--- src/rtl/fetch_unit_if.sv ---
// Fetch-stage connection bundle: decode redirect, imem request/response and the instr queue head.
// Handshake: a transfer happens on a rising edge with valid && ready; payload holds while waiting.
interface fetch_unit_if #(
  parameter int QUEUE_DEPTH = 2
);
  localparam int CW = $clog2(QUEUE_DEPTH + 1);

  logic          redirect_valid;
  logic [31:0]   redirect_pc;
  logic          imem_req_valid;
  logic          imem_req_ready;
  logic [31:0]   imem_req_addr;
  logic          imem_rsp_valid;
  logic [31:0]   imem_rsp_data;
  logic          instr_valid;
  logic          instr_ready;
  logic [31:0]   instr;
  logic [31:0]   instr_pc;
  logic [CW-1:0] dbg_count;
  logic [CW-1:0] dbg_outstanding;
  logic [CW-1:0] dbg_discard;

  modport fetch (
    input  redirect_valid, redirect_pc, imem_req_ready, imem_rsp_valid, imem_rsp_data,
           instr_ready,
    output imem_req_valid, imem_req_addr, instr_valid, instr, instr_pc,
           dbg_count, dbg_outstanding, dbg_discard
  );

  modport env (
    output redirect_valid, redirect_pc, imem_req_ready, imem_rsp_valid, imem_rsp_data,
           instr_ready,
    input  imem_req_valid, imem_req_addr, instr_valid, instr, instr_pc,
           dbg_count, dbg_outstanding, dbg_discard
  );
endinterface

--- src/rtl/fetch_unit.sv ---
// Instruction fetch: owns the PC, issues credit-limited imem requests and queues {pc,instr}
// for decode; a decode redirect reloads the PC, flushes the queue and drops stale responses.
module fetch_unit #(
  parameter logic [31:0] RESET_PC    = 32'h0000_0000,
  parameter int          QUEUE_DEPTH = 2
) (
  input logic         clock,
  input logic         reset,
  fetch_unit_if.fetch bus
);
  localparam int             CW       = $clog2(QUEUE_DEPTH + 1);
  localparam int             AW       = (QUEUE_DEPTH > 1) ? $clog2(QUEUE_DEPTH) : 1;
  localparam logic [CW:0]    DEPTH_C  = (CW + 1)'(QUEUE_DEPTH);
  localparam logic [AW-1:0]  LAST_IDX = AW'(QUEUE_DEPTH - 1);

  logic [31:0]   fetch_pc_q, fetch_pc_d;
  logic [31:0]   rsp_pc_q, rsp_pc_d;
  logic [CW-1:0] outstanding_q, outstanding_d;
  logic [CW-1:0] discard_q, discard_d;
  logic [CW-1:0] count_q, count_d;
  logic [AW-1:0] head_q, head_d;
  logic [AW-1:0] tail_q, tail_d;
  logic [31:0]   pc_mem_q   [QUEUE_DEPTH];
  logic [31:0]   data_mem_q [QUEUE_DEPTH];
  logic [31:0]   last_instr_q, last_pc_q;

  logic          credit_ok, req_valid, req_fire, push, pop;
  logic [31:0]   redirect_pc_al;
  logic [31:0]   instr_w, instr_pc_w;
  logic          redirect_lsb_unused;

  function automatic logic [AW-1:0] ptr_inc(input logic [AW-1:0] p);
    return (p == LAST_IDX) ? '0 : p + 1'b1;
  endfunction

  assign redirect_lsb_unused = ^bus.redirect_pc[1:0];

  always_comb begin
    // Credits count queue slots already promised, so every response is guaranteed a slot.
    credit_ok      = ({1'b0, outstanding_q} + {1'b0, count_q}) < DEPTH_C;
    req_valid      = !reset && !bus.redirect_valid && credit_ok;
    req_fire       = req_valid && bus.imem_req_ready;
    push           = bus.imem_rsp_valid && !bus.redirect_valid && (discard_q == '0);
    pop            = (count_q != '0) && bus.instr_ready;
    redirect_pc_al = {bus.redirect_pc[31:2], 2'b00};

    fetch_pc_d    = req_fire ? fetch_pc_q + 32'd4 : fetch_pc_q;
    rsp_pc_d      = push ? rsp_pc_q + 32'd4 : rsp_pc_q;
    outstanding_d = outstanding_q + CW'(req_fire) - CW'(bus.imem_rsp_valid);
    discard_d     = (bus.imem_rsp_valid && (discard_q != '0)) ? discard_q - 1'b1 : discard_q;
    count_d       = count_q + CW'(push) - CW'(pop);
    head_d        = pop ? ptr_inc(head_q) : head_q;
    tail_d        = push ? ptr_inc(tail_q) : tail_q;

    // Everything still in flight after this cycle belongs to the squashed path.
    if (bus.redirect_valid) begin
      fetch_pc_d = redirect_pc_al;
      rsp_pc_d   = redirect_pc_al;
      discard_d  = outstanding_d;
      count_d    = '0;
      head_d     = '0;
      tail_d     = '0;
    end
  end

  always_comb begin
    instr_w    = last_instr_q;
    instr_pc_w = last_pc_q;
    if (reset) begin
      instr_w    = '0;
      instr_pc_w = '0;
    end else if (count_q != '0) begin
      instr_w    = data_mem_q[head_q];
      instr_pc_w = pc_mem_q[head_q];
    end
  end

  always_ff @(posedge clock) begin
    if (reset) begin
      fetch_pc_q    <= RESET_PC;
      rsp_pc_q      <= RESET_PC;
      outstanding_q <= '0;
      discard_q     <= '0;
      count_q       <= '0;
      head_q        <= '0;
      tail_q        <= '0;
      last_instr_q  <= '0;
      last_pc_q     <= '0;
    end else begin
      fetch_pc_q    <= fetch_pc_d;
      rsp_pc_q      <= rsp_pc_d;
      outstanding_q <= outstanding_d;
      discard_q     <= discard_d;
      count_q       <= count_d;
      head_q        <= head_d;
      tail_q        <= tail_d;
      last_instr_q  <= instr_w;
      last_pc_q     <= instr_pc_w;
    end
  end

  always_ff @(posedge clock) begin
    if (push) begin
      pc_mem_q[tail_q]   <= rsp_pc_q;
      data_mem_q[tail_q] <= bus.imem_rsp_data;
    end
  end

  assign bus.imem_req_valid  = req_valid;
  assign bus.imem_req_addr   = fetch_pc_q;
  assign bus.instr_valid     = !reset && (count_q != '0);
  assign bus.instr           = instr_w;
  assign bus.instr_pc        = instr_pc_w;
  assign bus.dbg_count       = count_q;
  assign bus.dbg_outstanding = outstanding_q;
  assign bus.dbg_discard     = discard_q;
endmodule

--- src/flat_wrapper.sv ---
// flat-port wrapper written by rule: the top's interface ports become plain ports
module fetch_unit_flat 
#(
  parameter logic [31:0] RESET_PC    = 32'h0000_0000,
  parameter int          QUEUE_DEPTH = 2
)
  (clock, reset, bus_redirect_valid, bus_redirect_pc, bus_imem_req_ready, bus_imem_rsp_valid, bus_imem_rsp_data, bus_instr_ready, bus_imem_req_valid, bus_imem_req_addr, bus_instr_valid, bus_instr, bus_instr_pc, bus_dbg_count, bus_dbg_outstanding, bus_dbg_discard);
  fetch_unit_if #(.QUEUE_DEPTH(QUEUE_DEPTH)) bus_i ();
  input logic clock;
  input logic reset;
  input wire logic [$bits(bus_i.redirect_valid)-1:0] bus_redirect_valid;
  input wire logic [$bits(bus_i.redirect_pc)-1:0] bus_redirect_pc;
  input wire logic [$bits(bus_i.imem_req_ready)-1:0] bus_imem_req_ready;
  input wire logic [$bits(bus_i.imem_rsp_valid)-1:0] bus_imem_rsp_valid;
  input wire logic [$bits(bus_i.imem_rsp_data)-1:0] bus_imem_rsp_data;
  input wire logic [$bits(bus_i.instr_ready)-1:0] bus_instr_ready;
  output wire logic [$bits(bus_i.imem_req_valid)-1:0] bus_imem_req_valid;
  output wire logic [$bits(bus_i.imem_req_addr)-1:0] bus_imem_req_addr;
  output wire logic [$bits(bus_i.instr_valid)-1:0] bus_instr_valid;
  output wire logic [$bits(bus_i.instr)-1:0] bus_instr;
  output wire logic [$bits(bus_i.instr_pc)-1:0] bus_instr_pc;
  output wire logic [$bits(bus_i.dbg_count)-1:0] bus_dbg_count;
  output wire logic [$bits(bus_i.dbg_outstanding)-1:0] bus_dbg_outstanding;
  output wire logic [$bits(bus_i.dbg_discard)-1:0] bus_dbg_discard;
  assign bus_i.redirect_valid = bus_redirect_valid;
  assign bus_i.redirect_pc = bus_redirect_pc;
  assign bus_i.imem_req_ready = bus_imem_req_ready;
  assign bus_i.imem_rsp_valid = bus_imem_rsp_valid;
  assign bus_i.imem_rsp_data = bus_imem_rsp_data;
  assign bus_i.instr_ready = bus_instr_ready;
  assign bus_imem_req_valid = bus_i.imem_req_valid;
  assign bus_imem_req_addr = bus_i.imem_req_addr;
  assign bus_instr_valid = bus_i.instr_valid;
  assign bus_instr = bus_i.instr;
  assign bus_instr_pc = bus_i.instr_pc;
  assign bus_dbg_count = bus_i.dbg_count;
  assign bus_dbg_outstanding = bus_i.dbg_outstanding;
  assign bus_dbg_discard = bus_i.dbg_discard;
  fetch_unit #(.RESET_PC(RESET_PC), .QUEUE_DEPTH(QUEUE_DEPTH)) u_core (.clock(clock), .reset(reset), .bus(bus_i));
endmodule
--- config.mk ---
export PLATFORM = sky130hd
export DESIGN_NAME = fetch_unit_flat
export DESIGN_NICKNAME = d
export VERILOG_FILES = /design/src/rtl/fetch_unit_if.sv /design/src/rtl/fetch_unit.sv /design/src/flat_wrapper.sv
export SDC_FILE = /design/constraint.sdc
export NUM_CORES = 1
export LEC_CHECK = 0
export CAP_MARGIN = 20
export CORE_MARGIN = 1.5
export CORE_UTILIZATION = 45
export DETAILED_ROUTE_END_ITERATION = 7
export PLACE_DENSITY = 0.67
export SLEW_MARGIN = 5
export SYNTH_ARGS = -nofsm -noshare
export SYNTH_HDL_FRONTEND = slang
export SYNTH_SLANG_ARGS = --single-unit
--- constraint.sdc ---
create_clock -name clock -period 13.4 [get_ports clock]
set_clock_uncertainty 0.2 [all_clocks]
set_input_delay 2.01 -clock clock [delete_from_list [all_inputs] [get_ports clock]]
set_output_delay 2.01 -clock clock [all_outputs]
set_load 0.02 [all_outputs]
# Word-level counts from Yosys, hierarchy flattened
# Memory sizes are Yosys's and may differ from the RTL's. A register that Yosys moved wholly into a read port is not among the register bits.
# Index checks and enable logic that the tools add are counted.
# classes
add_sub_neg	10
n_reduce_logical	17
muxes	18
magnitude_cmp	1
# op_table
operator	n
$mux W32	8
$add A32 B3 Y32 const B	2
$reduce_bool A2 Y1	5
$logic_and A1 B1 Y1	8
$mux W1	8
$add A2 B1 Y2	2
$mux W2	2
$sub A2 B1 Y2	2
$add A2 B2 Y3	1
$lt A3 B2 Y1 const B	1
$add A1 B1 Y1 const B	2
$logic_not A1 Y1	2
$logic_not A2 Y1	1
$reduce_or A2 Y1	1
$sub A2 B1 Y2 const B	1
# word_totals
mem_count	2
ramBits	128
ff_bits	136
wordCells	59
out_inout_bits	104
in_bits	70
# memory_table
memory	depth	width	rd	rd_clocked_by_memory_dff	write_ports	line_no	text
u_core.data_mem_q	2	32	1	1	1	fetch_unit.sv:24	logic [31:0] data_mem_q [QUEUE_DEPTH];
u_core.pc_mem_q	2	32	1	1	1	fetch_unit.sv:23	logic [31:0] pc_mem_q [QUEUE_DEPTH];

# Longest topological paths before layout
# depth
word_depth	7
mapped_depth	10
depth_no_buf	9

# Worst setup path before layout
# OpenSTA, ideal clock, no wires.
# synth_timing
kind	input port to flip-flop
startpoint	in bus_redirect_valid
endpoint	mem u_core.data_mem_q[0][0], enable pin
path_slack_ns	5.738
setup_ns	0.558
cell_stages	4
arrival_ns	6.904
required_time_ns	12.642
path_buffers	3
cell_sequence	clkbuf_1 -> clkbuf_1 -> buf_1 -> nor3_1
# synth_between
elab_chain_cells	5
# synth_rtl
item	line_no	text
from (decl)	flat_wrapper.sv:11	input wire logic [$bits(bus_i.redirect_valid)-1:0] bus_redirect_valid;
$logic_not A1 Y1	fetch_unit.sv:43	push = bus.imem_rsp_valid && !bus.redirect_valid && (discard_q == '0);
$logic_and A1 B1 Y1 (2 in series)	fetch_unit.sv:43	
$mux W1	fetch_unit.sv:103	if (push) begin
$mux W1 (implied by the code)	fetch_unit.sv:105	data_mem_q[tail_q] <= bus.imem_rsp_data;
to (decl)	fetch_unit.sv:24	
# Every way passes these cells.

# Worst setup path in the final report
# layout_timing
startpoint	in reset
endpoint	out bus_instr_pc[21]
# layout_between
elab_chain_cells	1
# layout_rtl
item	line_no	text
from (decl)	flat_wrapper.sv:10	input logic reset;
$mux W32	fetch_unit.sv:69	if (reset) begin
to (decl)	flat_wrapper.sv:21	output wire logic [$bits(bus_i.instr_pc)-1:0] bus_instr_pc;
# Every way passes these cells.

==> results.ini <==
[die]
row_count = 56
die-height_microns = 157.7
core_sq_um = 23470
start_util = 0.4590
dieArea_sq_um = 24880
ios = 174
die_w_microns = 157.7

[route]
drc = 0
ant_nets = 0
drt-initial-drc-count = 536
vias = 8212
drt-pass1-iter-count = 5
wl_per_cell_microns = 17.37
vias_per_cell = 5.579
wl_microns = 25560

[cts]
cts_setup_buffers = 0
htreeDepth = 1
cts_tree = done
clock_tree.root_cell = clkbuf_16
clk_latency_ps = 520
clkTransAtPathRegs_ps = 60
clock-sinks = 257
clk_path_buf_depth = 3
cts_resized = 0
cts_buffers = 27
postCtsHoldBufs = 0

[cells_and_area]
nets = 1212
fillers = 1993
syn_to_final_growth_pct = 26.20
diodes = 0
drive_above_1_share = 0.05551
post-route-cell-area_sq_um = 13600
stdcell_count = 1472

[power]
swShare = 0.2373
power_density_nw_per_um2 = 135.8
power_frac_seq = 0.490
power.leakage_nw = 4.491
combPwrFrac = 0.110
p_clk_frac = 0.400
irDropWorstVdd_v = 0.00008896
p_int_w = 0.001408
switching_power_w = 0.0004381

[yosys]
syn_avg_cell_area_sq_um = 10.93
syn_inst = 986
synth_ff_type = dfxtp_1
synth_area_leaders = edfxtp_1 35%, dfxtp_1 25%, o21ai_0 6.1%
ys_seq_area_frac = 0.5927
async_flop_share = 0
synth_seq_cells = 257
yosysTopAreaCellShare = 0.3456
synth_edf_count = 124
yosys_warnings = 0
synth_area_sq_um = 10770
synth_top_area_cell = edfxtp_1
yosysUniqueCellTypes = 65
synth_commonest_cells = 133 x dfxtp_1, 131 x o21ai_0, 124 x edfxtp_1, 103 x nand2_1, 63 x mux2i_1
synth_most_common_cell = dfxtp_1

[global_route]
grt.total_usage = 0.2054
grt_remaining_overflow = 0
busiest_layer = met2
use_met3 = 0.04462
grt_max_degree = 126
grt_pass1_vias = 7677
grt_pass1_wl_microns = 40390
met1_usage = 0.2886
antenna_found_initial = 1
gr-usage-met2 = 0.3127

[timing]
slew-limit-headroom = 0.2406
period_minus_slack_ps = 6442
slew_viol_final = 0
tightestPinTransition_ps = 1139
finalSetupViolCount = 0
fin_ws_ps = 6958
grt_setup_unrepaired = false
setup_tns_ps = 0
hold_violations = 0
fin_crit_sh = 0.4807
max_clock_freq_ghz = 0.1552

[placement]
place_ws_ps = 6630
gp_congestion = 0.8766
numPlacedInstances = 1423
post_dp_cell_area_sq_um = 12690
portBuffers = 169
hpwl_microns = 16630

[setup_path]
start_kind = input pin
worstPathArrival_ps = 4230
crit_required_ps = 11190
endpoint_kind = output pin
cp_max_fo = 66
path_class = in2out

[worst_hold_path]
hold_path.class = reg2reg

[status]
outcome = finished clean

[flow_run]
drv_cap = 0

## registers in the layout (all words and copies together) (netlist names), named ones only
signal                      cells
u_core.data_mem_q              64
u_core.last_pc_q               32
u_core.bus.dbg_discard          2
u_core.last_instr_q            32
u_core.pc_mem_q                60
u_core.tail_q                   1
u_core.rsp_pc_q                30
u_core.bus.dbg_outstanding      2
u_core.bus.imem_req_addr       30
u_core.bus.dbg_count            2
u_core.head_q                   1
## final cells by class
type,count,area (sq um),share of cell area
timing repair buffer,179,1777,0.1307
sequential,257,6390,0.4700
clock inverter,9,118.9,0.008742
multi-input combinational,643,4054,0.2982
inverter,26,97.59,0.007178
tap,319,399.1,0.02935
clock buffer,39,760.7,0.05595
## through the flow
step | hold slack, ps | util | power, W
after global placement | 222.3 | 0.5406 | 0.001118
after CTS | 244.5 | 0.5781 | 0.001863
final | 239.3 | 0.5793 | 0.001846
after floorplan | 214.6 | - | 0.001029
after global routing | 263.5 | 0.5793 | 0.001918
after detailed placement | 231.0 | 0.5406 | 0.001123
## power by group through the flow
| stage | Sequential, W | Combinational, W | Clock, W |
|---|---|---|---|
| CTS | 0.000903 | 0.000204 | 0.000755 |
| floorplan | 0.000921 | 0.000108 | 0 |
| finish | 0.000904 | 0.000204 | 0.000739 |
| global placement | 0.000918 | 0.000200 | 0 |
| detailed placement | 0.000920 | 0.000203 | 0 |
| global route | 0.000909 | 0.000224 | 0.000785 |
## worst paths after layout
check,start,endpoint,slack [ps],cells past startpoint
worst max register to register,u_core.bus.dbg_count[0]$_SDFF_PP0_,u_core.bus.imem_req_addr[29]$_SDFFE_PP0P_,9770,8
worst max-delay path,reset,bus_instr_pc[21],6960,7
worst min-delay path,u_core.last_pc_q[27]$_SDFF_PP0_,u_core.last_pc_q[27]$_SDFF_PP0_,240,2
worst min register to register,u_core.last_pc_q[27]$_SDFF_PP0_,u_core.last_pc_q[27]$_SDFF_PP0_,240,2
## cells in the final DEF, fill, tap and decap left out, drive strengths merged, types with 8 or more instances in the layout
master and instances:
a21oi 17, clkbuf 39, xor2 9, inv 26, a21boi 12, or3 8
a311oi 8, a31oi 15, buf 12, clkdlybuf4s50 167, nand2 104, and3 9
dfxtp 133, edfxtp 124, nand4 36, nor3 18, o21ai 131, mux2i 63
nand3 23, a211oi 13, nor2 37, nor4 18, xnor2 15, and2 10
and4 12
## cells by family after synthesis
family          after synthesis  share of synthesized area
fa+ha+maj                     8                   0.009987
flops                       257                     0.5927
compound gates              249                     0.1434
xor+xnor                     24                    0.01951
buf+inv                      87                    0.03263
simple gates                296                     0.1418
mux                          64                    0.05957
other cells                   1                  0.0003481
## per-layer routing
layer	routed length, microns	share of wire	vias up
li1	-	-	3996
met1	11510	0.45	3848
met2	11060	0.43	315
met3	2228	0.087	51
met4	762	0.030	2
met5	9	0.00035	-
## critical path, stage by stage
cell,delay [ps]
buf_2,100
buf_4,300
nor3_2,220
buf_4,610
nand2_1,140
o21ai_0,160
clkdlybuf4s50_1,660
No activity file was read; power rests on OpenSTA's default activity.
